==> src/rtl/cordic_pkg.sv <==
`default_nettype none
`timescale 1ns/1ps
// ============================================================================
//  Module      : cordic_pkg
//  Description : Shared constants for the rotation-mode CORDIC engine:
//                FSM state encoding, arctangent table and 1/K gain constant.
//  Revision    : 1.0 - initial release
// ============================================================================
package cordic_pkg;

    // FSM state encoding
    localparam logic [1:0] ST_IDLE   = 2'd0;
    localparam logic [1:0] ST_ROTATE = 2'd1;
    localparam logic [1:0] ST_DONE   = 2'd2;

    // 1/K in Q1.15, for users that want to compensate the CORDIC gain
    localparam logic [15:0] CORDIC_K1 = 16'h4DBA;

    // round(atan(2^-i)/pi * 32768): binary-angle units where 0x8000 = pi
    function automatic logic [15:0] cordic_atan(input int unsigned i);
        logic [15:0] v;
        case (i)
            0:       v = 16'h2000;
            1:       v = 16'h12E4;
            2:       v = 16'h09FB;
            3:       v = 16'h0511;
            4:       v = 16'd651;
            5:       v = 16'd326;
            6:       v = 16'd163;
            7:       v = 16'd81;
            8:       v = 16'd41;
            9:       v = 16'd20;
            10:      v = 16'd10;
            11:      v = 16'd5;
            12:      v = 16'd3;
            13:      v = 16'd1;
            14:      v = 16'd1;
            default: v = 16'd0;
        endcase
        return v;
    endfunction

endpackage
`default_nettype wire

==> src/rtl/cordic_rotator_register.sv <==
`default_nettype none
`timescale 1ns/1ps
// ============================================================================
//  Module      : register
//  Description : Loadable register with asynchronous active-low reset.
//                Holds its value until ld is asserted.
//  Revision    : 1.0 - initial release
// ============================================================================
module register #(
    parameter int WIDTH = 16
) (
    input  logic             clk,
    input  logic             rst,
    input  logic             ld,
    input  logic [WIDTH-1:0] d,
    output logic [WIDTH-1:0] q
);

    // Capture d when ld is high, otherwise hold
    always_ff @(posedge clk or negedge rst) begin
        if (!rst) begin
            q <= '0;
        end else if (ld) begin
            q <= d;
        end
    end

endmodule
`default_nettype wire

==> src/rtl/cordic_rotator.sv <==
`default_nettype none
`timescale 1ns/1ps
// ============================================================================
//  Module      : cordic_rotator
//  Description : Iterative rotation-mode CORDIC. Rotates (x_in, y_in) by z_in
//                one micro-rotation per cycle; outputs carry the uncompensated
//                CORDIC gain and the residual angle.
//  Revision    : 1.0 - initial release
// ============================================================================
module cordic_rotator
    import cordic_pkg::*;
#(
    parameter int WIDTH = 16,
    parameter int ITER  = 15
) (
    input  logic                    clk,
    input  logic                    rst,
    input  logic                    start,
    input  logic signed [WIDTH-1:0] x_in,
    input  logic signed [WIDTH-1:0] y_in,
    input  logic signed [WIDTH-1:0] z_in,
    output logic signed [WIDTH+1:0] x_out,
    output logic signed [WIDTH+1:0] y_out,
    output logic signed [WIDTH-1:0] z_out,
    output logic                    busy,
    output logic                    done
);

    localparam int XW = WIDTH + 2;
    localparam int CW = (ITER > 1) ? $clog2(ITER) : 1;
    localparam logic [CW-1:0]    C_LAST    = CW'(ITER - 1);
    localparam logic [WIDTH-1:0] C_QUARTER = {2'b01, {(WIDTH-2){1'b0}}};

    logic [1:0]              r_state;
    logic [1:0]              w_state_nxt;
    logic [CW-1:0]           r_cnt;
    logic signed [XW-1:0]    r_x;
    logic signed [XW-1:0]    r_y;
    logic signed [WIDTH-1:0] r_z;

    logic                    w_load;
    logic                    w_last;
    logic signed [XW-1:0]    w_x_ext;
    logic signed [XW-1:0]    w_y_ext;
    logic signed [XW-1:0]    w_x_ld;
    logic signed [XW-1:0]    w_y_ld;
    logic signed [WIDTH-1:0] w_z_ld;
    logic signed [XW-1:0]    w_x_sh;
    logic signed [XW-1:0]    w_y_sh;
    logic                    w_dpos;
    logic [15:0]             w_atan16;
    logic signed [WIDTH-1:0] w_atan;
    logic signed [XW-1:0]    w_x_nxt;
    logic signed [XW-1:0]    w_y_nxt;
    logic signed [WIDTH-1:0] w_z_nxt;

    // A new operation is accepted only while idle or in the completion cycle
    assign w_load = start && ((r_state == ST_IDLE) || (r_state == ST_DONE));
    // The last micro-rotation also loads the output registers
    assign w_last = (r_state == ST_ROTATE) && (r_cnt == C_LAST);

    assign w_x_ext = {{2{x_in[WIDTH-1]}}, x_in};
    assign w_y_ext = {{2{y_in[WIDTH-1]}}, y_in};

    // Quadrant pre-rotation by +-pi/2 so the iterations only need to cover +-pi/2
    always_comb begin
        w_x_ld = w_x_ext;
        w_y_ld = w_y_ext;
        w_z_ld = z_in;
        case (z_in[WIDTH-1 -: 2])
            2'b01: begin
                w_x_ld = -w_y_ext;
                w_y_ld = w_x_ext;
                w_z_ld = z_in - C_QUARTER;
            end
            2'b10: begin
                w_x_ld = w_y_ext;
                w_y_ld = -w_x_ext;
                w_z_ld = z_in + C_QUARTER;
            end
            default: ;
        endcase
    end

    // The atan table is in 16-bit binary-angle units; rescale to WIDTH
    assign w_atan16 = cordic_atan(32'(r_cnt));

    generate
        if (WIDTH == 16) begin : g_atan_eq
            assign w_atan = w_atan16;
        end else if (WIDTH > 16) begin : g_atan_wide
            assign w_atan = WIDTH'(w_atan16) << (WIDTH - 16);
        end else begin : g_atan_narrow
            assign w_atan = WIDTH'(w_atan16 >> (16 - WIDTH));
        end
    endgenerate

    // One micro-rotation: direction chosen from the sign of the residual angle
    assign w_x_sh  = r_x >>> r_cnt;
    assign w_y_sh  = r_y >>> r_cnt;
    assign w_dpos  = ~r_z[WIDTH-1];
    assign w_x_nxt = w_dpos ? (r_x - w_y_sh)  : (r_x + w_y_sh);
    assign w_y_nxt = w_dpos ? (r_y + w_x_sh)  : (r_y - w_x_sh);
    assign w_z_nxt = w_dpos ? (r_z - w_atan)  : (r_z + w_atan);

    // Working vector, angle and iteration counter
    always_ff @(posedge clk or negedge rst) begin
        if (!rst) begin
            r_x   <= '0;
            r_y   <= '0;
            r_z   <= '0;
            r_cnt <= '0;
        end else if (w_load) begin
            r_x   <= w_x_ld;
            r_y   <= w_y_ld;
            r_z   <= w_z_ld;
            r_cnt <= '0;
        end else if (r_state == ST_ROTATE) begin
            r_x   <= w_x_nxt;
            r_y   <= w_y_nxt;
            r_z   <= w_z_nxt;
            r_cnt <= w_last ? '0 : r_cnt + 1'b1;
        end
    end

    // FSM state register
    always_ff @(posedge clk or negedge rst) begin
        if (!rst) begin
            r_state <= ST_IDLE;
        end else begin
            r_state <= w_state_nxt;
        end
    end

    // FSM next state and status outputs
    always_comb begin
        w_state_nxt = r_state;
        busy        = 1'b0;
        done        = 1'b0;
        case (r_state)
            ST_IDLE: begin
                if (start) begin
                    w_state_nxt = ST_ROTATE;
                end
            end
            ST_ROTATE: begin
                busy = 1'b1;
                if (r_cnt == C_LAST) begin
                    w_state_nxt = ST_DONE;
                end
            end
            ST_DONE: begin
                done        = 1'b1;
                w_state_nxt = start ? ST_ROTATE : ST_IDLE;
            end
            default: begin
                w_state_nxt = ST_IDLE;
            end
        endcase
    end

    // Result registers: loaded with the final iteration and held until the next completion
    register #(.WIDTH(XW)) u_x_out (
        .clk (clk),
        .rst (rst),
        .ld  (w_last),
        .d   (w_x_nxt),
        .q   (x_out)
    );

    register #(.WIDTH(XW)) u_y_out (
        .clk (clk),
        .rst (rst),
        .ld  (w_last),
        .d   (w_y_nxt),
        .q   (y_out)
    );

    register #(.WIDTH(WIDTH)) u_z_out (
        .clk (clk),
        .rst (rst),
        .ld  (w_last),
        .d   (w_z_nxt),
        .q   (z_out)
    );

endmodule
`default_nettype wire

==> config.mk <==
export PLATFORM = sky130hd
export DESIGN_NAME = cordic_rotator
export DESIGN_NICKNAME = d
export VERILOG_FILES = /design/src/rtl/cordic_pkg.sv /design/src/rtl/cordic_rotator_register.sv /design/src/rtl/cordic_rotator.sv
export SDC_FILE = /design/constraint.sdc
export NUM_CORES = 1
export LEC_CHECK = 0
export ABC_AREA = 0
export CAP_MARGIN = 20
export CORE_ASPECT_RATIO = 0.6
export CORE_MARGIN = 3
export CORE_UTILIZATION = 55
export DETAILED_ROUTE_END_ITERATION = 10
export GPL_TIMING_DRIVEN = 0
export PLACE_DENSITY = 0.83
export SETUP_SLACK_MARGIN = 0.5
export SYNTH_ARGS = -nofsm -noshare
export SYNTH_HDL_FRONTEND = slang
export SYNTH_SLANG_ARGS = --single-unit
export TNS_END_PERCENT = 5
==> constraint.sdc <==
create_clock -name clk -period 6.4 [get_ports clk]
set_input_delay 1.28 -clock clk [delete_from_list [all_inputs] [get_ports clk]]
set_output_delay 1.28 -clock clk [all_outputs]
set_load 0.01 [all_outputs]
* After elaboration in Yosys (flattened, before gate mapping) *
Memories as Yosys holds them, arrays and structs flattened.
Cells that the tools add are included.

storage, ports and cells
  flip-flop bits (word level) = 110
  ROM bits = 224
  logic and storage cells = 56
  memories = 1

memory list
  memory            depth  width  read ports  clocked after Yosys merged registers in  wr ports  RTL line          source
  (name not given)  16     14     1           0                                        0         cordic_pkg.sv:22  case (i)

cells by class
  $add $sub $neg = 11
  equal/unequal tests = 7
  shifts and indexed selects = 2
  mux-type cells = 21
  reductions and logical operators = 6

operators by type and width
  kind                                                    count
  two-way mux 18 bit                                      6
  case mux 18 bit (2 select lines)                        2
  two-way mux 16 bit                                      3
  adder 18 bit                                            2
  negation 16 -> 18 bit                                   2
  >>> shifter 18 x 4 -> 18 bit                            2
  subtractor 18 bit                                       2
  case mux 16 bit (2 select lines)                        1
  adder 16 x 15 -> 16 bit (second input constant)         1
  adder 16 bit                                            1
  subtractor 16 x 15 -> 16 bit (second input constant)    1
  subtractor 16 bit                                       1
  two-way mux 4 bit                                       3
  case mux 2 bit (3 select lines)                         1
  adder 4 x 1 -> 4 bit (second input constant)            1
  equality test 2 x 1 -> 1 bit (second input constant)    2
  equality test 2 bit (second input constant)             2
  equality test 4 bit (second input constant)             1
  two-way mux 2 bit                                       2
  two-way mux 1 bit                                       3
  logical AND 1 bit                                       2
  logical NOT 2 bit                                       1
  inequality test 2 x 1 -> 1 bit (second input constant)  1
  inequality test 2 bit (second input constant)           1
  other kinds (3)                                         3

* Longest topological paths before layout *
Gate-level depths: netlist of the first run.

  depth after elaboration = 5
  gate-level depth with buffers = 22

* Modules after synthesis *
A second synthesis of the first run with hierarchy kept.

unflattened totals
  cells, all modules = 1207
  area, all modules = 11000.6 um^2

by module, submodules not included
  module                   instances  cells each  area each (um^2)  sequential area each (um^2)
  cordic_rotator           1          1097        8907.3            1451.4
  register at u_x_out ...  2          38          721.9             450.4
  register at u_z_out      1          34          649.4             400.4

* Worst setup path after synthesis of the first run *
No wires, ideal clock.

  path kind = register -> register
  start point = register r_cnt[0]
  end point = register r_y[17]
  setup time = 83 ps
  data arrival time = 4748 ps
  setup slack = 1570 ps
  cell stages (with the launch flop) = 22
  path through = dfrtp_1 -> clkbuf_2 -> buf_6 -> buf_4 -> mux4_2 -> mux2i_1 -> nor2_1 -> a21oi_1 -> ha_1 -> nand2b_1 -> nor3_2 -> and2_4 -> a41oi_1 -> a21boi_0 -> ha_1 -> a21o_1 -> a21o_1 -> o31a_1 -> a41o_1 -> o41ai_1 -> xnor3_1 -> o21ai_0

on the way
  word-level cells in the longest chain between the ends = 5
  elaborated cells between the ends (all ways) = 6
  those cells by class = add/sub: 2; shift: 1; mux: 3

ends and longest elaborated chain
  what                                               RTL line               source
  start, declared                                    cordic_rotator.sv:36   logic [CW-1:0] r_cnt;
  start signal, assigned                             cordic_rotator.sv:122  r_cnt <= w_last ? '0 : r_cnt + 1'b1;
  >>> shifter 18 x 4 -> 18 bit (*)                   cordic_rotator.sv:99   assign w_x_sh = r_x >>> r_cnt;
  adder 18 bit or subtractor 18 bit (tied branches)  cordic_rotator.sv:103  assign w_y_nxt = w_dpos ? (r_y + w_x_sh) : (r_y - w_x_sh);
  two-way mux 18 bit (*)                             cordic_rotator.sv:103
  two-way mux 18 bit (*)                             cordic_rotator.sv:118  end else if (r_state == ST_ROTATE) begin
  two-way mux 18 bit (*)                             cordic_rotator.sv:113  end else if (w_load) begin
  end signal, assigned                               cordic_rotator.sv:115  r_y <= w_y_ld;
  end signal, assigned                               cordic_rotator.sv:120  r_y <= w_y_nxt;
  end, declared                                      cordic_rotator.sv:38   logic signed [XW-1:0] r_y;

Mark *: on every way between the ends. The rest lies on a longest branch, timed or not. The select of a mux whose other input is x is not followed.
A chain may end at the register's enable or synchronous reset.

* Final worst setup path of the first run *
  start point = register r_cnt[3]
  end point = register r_z[15]

on the way
  word-level cells in the longest chain between the ends = 5
  elaborated cells between the ends (all ways) = 6
  those cells by class = add/sub: 2; mux: 3; memory: 1

ends and longest elaborated chain
  what                                               RTL line               source
  memory (16 x 14 bit) (*)                           -
  subtractor 16 bit or adder 16 bit (tied branches)  cordic_rotator.sv:104  assign w_z_nxt = w_dpos ? (r_z - w_atan) : (r_z + w_atan);
  two-way mux 16 bit (*)                             cordic_rotator.sv:104
  two-way mux 16 bit (*)                             cordic_rotator.sv:118
  two-way mux 16 bit (*)                             cordic_rotator.sv:113
  end signal, assigned                               cordic_rotator.sv:116  r_z <= w_z_ld;
  end signal, assigned                               cordic_rotator.sv:121  r_z <= w_z_nxt;
  end, declared                                      cordic_rotator.sv:39   logic signed [WIDTH-1:0] r_z;

Marks and branches as above.

==> impl_metrics.json, run 1 <==
{
  "holdWs_ps": 476,
  "routedLengthMet1_mm": 18.2,
  "portBuffers": 102,
  "routed_via_density": 6.99,
  "synth_seq_cells": 110,
  "fin_nets": 1502,
  "dp_slack_ps": 381,
  "antenna_cells": 0,
  "fin_crit_ps": 5890,
  "synth_edf_count": 0,
  "grt_pass1_wl_mm": 64.3,
  "reg2reg_slack_ps": 510,
  "relSlewSlack_pct": 39.3,
  "synth_xor_area_share_pct": 8.01,
  "fin_worst_skew_ps": 14.6,
  "io_pins": 105,
  "cts_root_buf": "clkbuf_16",
  "post_drt_wl_per_cell_um": 26.6,
  "path_clk_slew_ps": 80,
  "synth_area_um2": 10700,
  "place_hpwl_mm": 33.6,
  "multi_input_comb_area_um2": 7460,
  "initialDrtViolationCount": 1808,
  "drc": 0,
  "wl_mm": 43.4,
  "htree_num_levels": 3,
  "synth_compound_area_share_pct": 23.4,
  "grt_pass1_vias": 10400,
  "drtPass1Iterations": 6,
  "dp_cells": 1613,
  "die_w_um": 186,
  "hold_viol_final": 0,
  "synth_mux_area_share_pct": 12.5,
  "synth_top_area_cell": "dfrtp_1",
  "wl_met2_mm": 15.8,
  "initial_core_util_pct": 57.5,
  "critPathLaunchType": "register",
  "synthFlopType": "dfrtp_1",
  "synth_adder_area_share_pct": 7.95,
  "yosysMostFrequentCell": "nand2_1",
  "die-area_um2": 21200,
  "top_layer": "met5",
  "ys_warn_count": 0,
  "drv_cap": 0,
  "endpoint_kind": "register",
  "final_util_pct": 66.7,
  "num_vias": 11400,
  "netlist_top_cells_count": "189 x nand2_1, 132 x o21ai_0, 110 x dfrtp_1",
  "ys_seq_area_share_pct": 25.8,
  "setup_viol": 0,
  "ys_types": 83,
  "regArea_um2": 2750,
  "syn_to_final_growth_pct": 16.0,
  "synth_fp_nets": 1387,
  "rows": 38,
  "clock_sinks": 110,
  "post-route-period-util_pct": 92.1,
  "drive_above_1_share_pct": 8.35,
  "clkLatencyLatePin_ps": 370,
  "arrival_ps": 6120,
  "fill_cells": 1545,
  "rsz0062_at_grt": "yes",
  "ys_async_sr_fraction_pct": 100,
  "status": "finished, final reports clean",
  "critical_path_class": "register to register",
  "yosys.area.top_type_share_pct": 25.8,
  "fin_ws_ps": 507,
  "worstHoldPathType": "register to register",
  "place.gp.congestion": 1.09,
  "synth.area.top_cells": "dfrtp_1 26%, ha_1 7.4%, mux4_2 7.4%, nand2_1 6.6%, o21ai_0 6.2%",
  "dr_wl_met3_mm": 7.99,
  "core_um2": 18500,
  "antenna_found_initial": 2,
  "worst_pin_slew_ps": 910,
  "fin_cells": 1630,
  "avgSynthCellArea_um2": 8.40,
  "syn-instance-count": 1270,
  "ant_nets": 0,
  "grt_usage_pct": 40.8,
  "hold_buffers": 0,
  "drv_slew": 0,
  "grt_max_degree": 57,
  "crit_fanout": 10,
  "max_freq_mhz": 170,
  "grt-ovfl-total": 0,
  "cts_tree": "yes",
  "synth_top_family_by_area": "compound AO/OA/AOI/OAI gates",
  "clk_path_buf_depth": 2,
  "synthSimpleGateAreaFrac_pct": 17.8,
  "cts_buffers": 9,
  "cp.required_ps": 6630,
  "die_h_um": 114
}
-- metrics by stage --
step	area (um^2)	TNS [ps]
floorplan	10700	0
global placement	12000	-21300
detailed placement	12000	0
CTS	12300	0
global route	12400	0
finish	12400	0
-- cell families after synthesis --
kind of cell / after synthesis
compound gates: 385
xor+xnor: 96
fa+ha+maj: 66
buf+inv: 114
flops: 110
mux: 88
simple gates: 411
-- cells in the final DEF (no fill, tap or decap), types with 42 or more instances in the layout --
cell type,n
o21ai_0,131
ha_1,63
dfrtp_1,110
mux2i_1,42
clkbuf_1,50
xnor2_1,59
a21oi_1,63
clkdlybuf4s50_1,101
nand2_1,189
nor2_1,92
-- repair_timing --
item,in CTS,in global routing
pin swaps,0,1
endpoints found under the setup margin,2,11
buffers inserted,0,1
gates resized for setup,1,7
cloned,0,0
-- final timing paths --
path	startpoint	to	cells past startpoint
max	r_cnt[3]	r_z[15]	18
min	u_z_out.q[14]	u_z_out.q[14]	2
max reg2reg	r_cnt[3]	r_z[15]	18
min reg2reg	u_z_out.q[14]	u_z_out.q[14]	2
max in group asynchronous	rst	u_x_out.q[16]	2
min in group asynchronous	rst	u_z_out.q[9]	1
-- layer usage --
layer / vias up / track usage, %
li1: 4891 / -
met1: 5434 / 60.2
met2: 944 / 50.7
met3: 122 / 20.9
met4: 4 / 12.7
met5: - / 0
-- critical path, stage by stage, from the launching register on --
cell and delay [ps]:
dfrtp_1 470, buf_2 320, buf_1 520, clkbuf_1 550, o21ai_0 210, a221oi_2 420, ha_1 340, a31oi_1 180
nor2_2 280, xnor2_1 220, ha_1 370, and2_1 210, a31oi_1 150, o21ai_0 220, or4_1 530, a311oi_1 340
xor2_1 190, buf_4 160, o21ai_0 80
-- flip-flops by register name, indices dropped and copies added, names as in the netlist --
register,flops
u_y_out.q,18
r_cnt,4
r_y,18
r_state,2
u_z_out.q,16
u_x_out.q,18
r_x,18
r_z,16
-- layout make-up --
class | count | area share (%)
clock inverters | 6 | 0.758
multi-input cells | 1046 | 60.3
plain buffers | 81 | 2.89
clock buffers | 10 | 1.85
inverters | 33 | 1.00
well taps | 240 | 2.43
repair buffers | 104 | 8.51
flip-flops and latches | 110 | 22.2
Power of run 1 is not shown: default switching activity piles up to over one toggle a cycle in this logic, so the estimate is an artifact.
==> run 2, diff against run 1 <==
--- a/config.mk
+++ b/config.mk
@@ -7,12 +7,14 @@
 export LEC_CHECK = 0
 export ABC_AREA = 0
 export CAP_MARGIN = 20
+export CELL_PAD_IN_SITES_DETAIL_PLACEMENT = 1
+export CELL_PAD_IN_SITES_GLOBAL_PLACEMENT = 1
 export CORE_ASPECT_RATIO = 0.6
 export CORE_MARGIN = 3
-export CORE_UTILIZATION = 55
+export CORE_UTILIZATION = 45
 export DETAILED_ROUTE_END_ITERATION = 10
 export GPL_TIMING_DRIVEN = 0
-export PLACE_DENSITY = 0.83
+export PLACE_DENSITY = 0.89
 export SETUP_SLACK_MARGIN = 0.5
 export SYNTH_ARGS = -nofsm -noshare
 export SYNTH_HDL_FRONTEND = slang
==> constraint.sdc (replaced) <==
create_clock -name clk -period 6.6 [get_ports clk]
set_input_delay 1.32 -clock clk [delete_from_list [all_inputs] [get_ports clk]]
set_output_delay 1.32 -clock clk [all_outputs]
set_load 0.01 [all_outputs]
==> run 2 against run 1 <==
Against the previous run:
- core utilization down 12 points
- maximum frequency up 0.11%
- global-route usage down 4.1 points
- largest cell class unchanged
- highest routed layer is now met4
==> impl_metrics.json, run 2 (same netlist as run 1, synthesis figures left out) <==
{
  "status": "finished, final reports clean",
  "worst_path_most_repeated_cell": "buf_2",
  "portBuffers": 102,
  "fill_cells": 2709,
  "grt_usage_pct": 36.7,
  "rsz0062_at_grt": "yes",
  "wl_mm": 47.5,
  "grt_pass1_wl_mm": 72.0,
  "regArea_um2": 2750,
  "worst_pin_slew_ps": 1020,
  "endpoint_kind": "register",
  "die_h_um": 125,
  "drv_cap": 0,
  "htree_num_levels": 3,
  "num_vias": 11400,
  "path_clk_slew_ps": 90,
  "fin_crit_ps": 5890,
  "fin_nets": 1501,
  "fin_ws_ps": 713,
  "cp_cell_sequence": "buf_2 > buf_2 > buf_2 > mux2i_1 > o21ai_0 > inv_1 > ha_1 > nand2b_1 > nor3_2 > and2_4 > a41oi_1 > a21boi_1 > ha_1 > a21o_1 > a21o_1 > o31a_1 > a41o_1 > o41ai_2 > xnor3_1 > o21ai_0",
  "crit_fanout": 10,
  "rows": 42,
  "die_w_um": 205,
  "cts_root_buf": "clkbuf_16",
  "clock_sinks": 110,
  "setup_viol": 0,
  "grt_pass1_vias": 11600,
  "clk_path_buf_depth": 2,
  "die-area_um2": 25700,
  "drtPass1Iterations": 7,
  "place_hpwl_mm": 36.8,
  "worstHoldPathType": "register to register",
  "ant_nets": 0,
  "final_cell_mix": "189 x nand2_1, 132 x o21ai_0, 110 x dfrtp_1",
  "critPathLaunchType": "register",
  "slowest_delay_ps": 650,
  "drive_above_1_share_pct": 8.06,
  "hold_buffers": 0,
  "post_drt_wl_per_cell_um": 28.0,
  "final_common_cell": "nand2_1",
  "critical_path_class": "register to register",
  "syn_to_final_growth_pct": 16.2,
  "antenna_cells": 0,
  "core_um2": 22600,
  "drv_slew": 0,
  "dp_slack_ps": 766,
  "cp.required_ps": 6900,
  "fin_worst_skew_ps": 16.0,
  "cts_buffers": 9,
  "post-route-period-util_pct": 89.2,
  "max_freq_mhz": 170,
  "clkLatencyLatePin_ps": 380,
  "initialDrtViolationCount": 1823,
  "hold_viol_final": 0,
  "cts_tree": "yes",
  "antenna_found_initial": 0,
  "cpMaxStageDelayCell": "o21ai_0",
  "relSlewSlack_pct": 31.9,
  "grt-ovfl-total": 0,
  "routed_via_density": 6.71,
  "grt_max_degree": 68,
  "initial_core_util_pct": 47.1,
  "drc": 0,
  "io_pins": 105,
  "arrival_ps": 6190,
  "multi_input_comb_area_um2": 7450,
  "place.gp.congestion": 1.08
}
-- run 2: cell types whose count changed in the layout (fill, tap and decap cells not counted), sizes merged --
cell,previous run,this run
clkinvlp,1,0
inv,32,35
buf,33,32
bufinv,2,0
-- run 2: final cells by class --
type / count / area share (%)
Sequential cell: 110 / 22.2
Timing Repair Buffer: 103 / 8.47
Tap cell: 308 / 3.11
Buffer: 81 / 2.87
Clock inverter: 6 / 0.434
Clock buffer: 10 / 1.85
Multi-Input combinational cell: 1046 / 60.1
Inverter: 33 / 0.999
-- run 2: repair_timing --
| item | in CTS | in global routing |
|---|---|---|
| setup buffers | 0 | 0 |
| gates resized for setup | 0 | 4 |
| setup endpoints to repair | 0 | 6 |
-- run 2: stage by stage --
stage | instances | utilization (%) | hold slack [ps] | instance area, um^2 | setup TNS, ps
CTS | 1697 | 54.7 | 488 | 12400 | 0
global route | 1697 | 54.8 | 519 | 12400 | 0
detailed placement | 1681 | 53.4 | 462 | 12100 | 0
finish | 1697 | 54.8 | 482 | 12400 | 0
global placement | 1680 | 53.3 | 463 | 12100 | -28160
floorplan | 1270 | - | 453 | 10700 | 0
-- run 2: routing by layer --
metal / track usage (%) / routed length [um] / vias up
met3: 14.5 / 6720 / 90
met2: 51.1 / 19200 / 737
met1: 53.2 / 20300 / 5669
li1: - / - / 4884
met4: 9.05 / 1280 / 0
met5: 0 / 0 / -
-- run 2: final timing paths --
path / depth (start not counted) / from / slack (ps) / end
min: 2 / u_x_out.q[11] / 480 / u_x_out.q[11]
min reg2reg: 2 / u_x_out.q[11] / 480 / u_x_out.q[11]
max reg2reg: 20 / r_cnt[1] / 710 / u_y_out.q[17]
max: 20 / r_cnt[1] / 710 / u_y_out.q[17]
min in group asynchronous: 1 / rst / 850 / r_cnt[0]
max in group asynchronous: 2 / rst / 5040 / u_z_out.q[12]
-- run 2: worst max-delay path, delay by kind of cell (launching register included) --
kind | cells | cell delay [ps]
and+or+nand+nor | 3 | 340
AOI/OAI and AO/OA | 9 | 2650
DFF | 1 | 470
xor gates and xnor gates | 1 | 420
buffers and inverters | 4 | 1140
adders and majority gates | 2 | 580
muxes | 1 | 200
Power of run 2 is left out for the same reason.
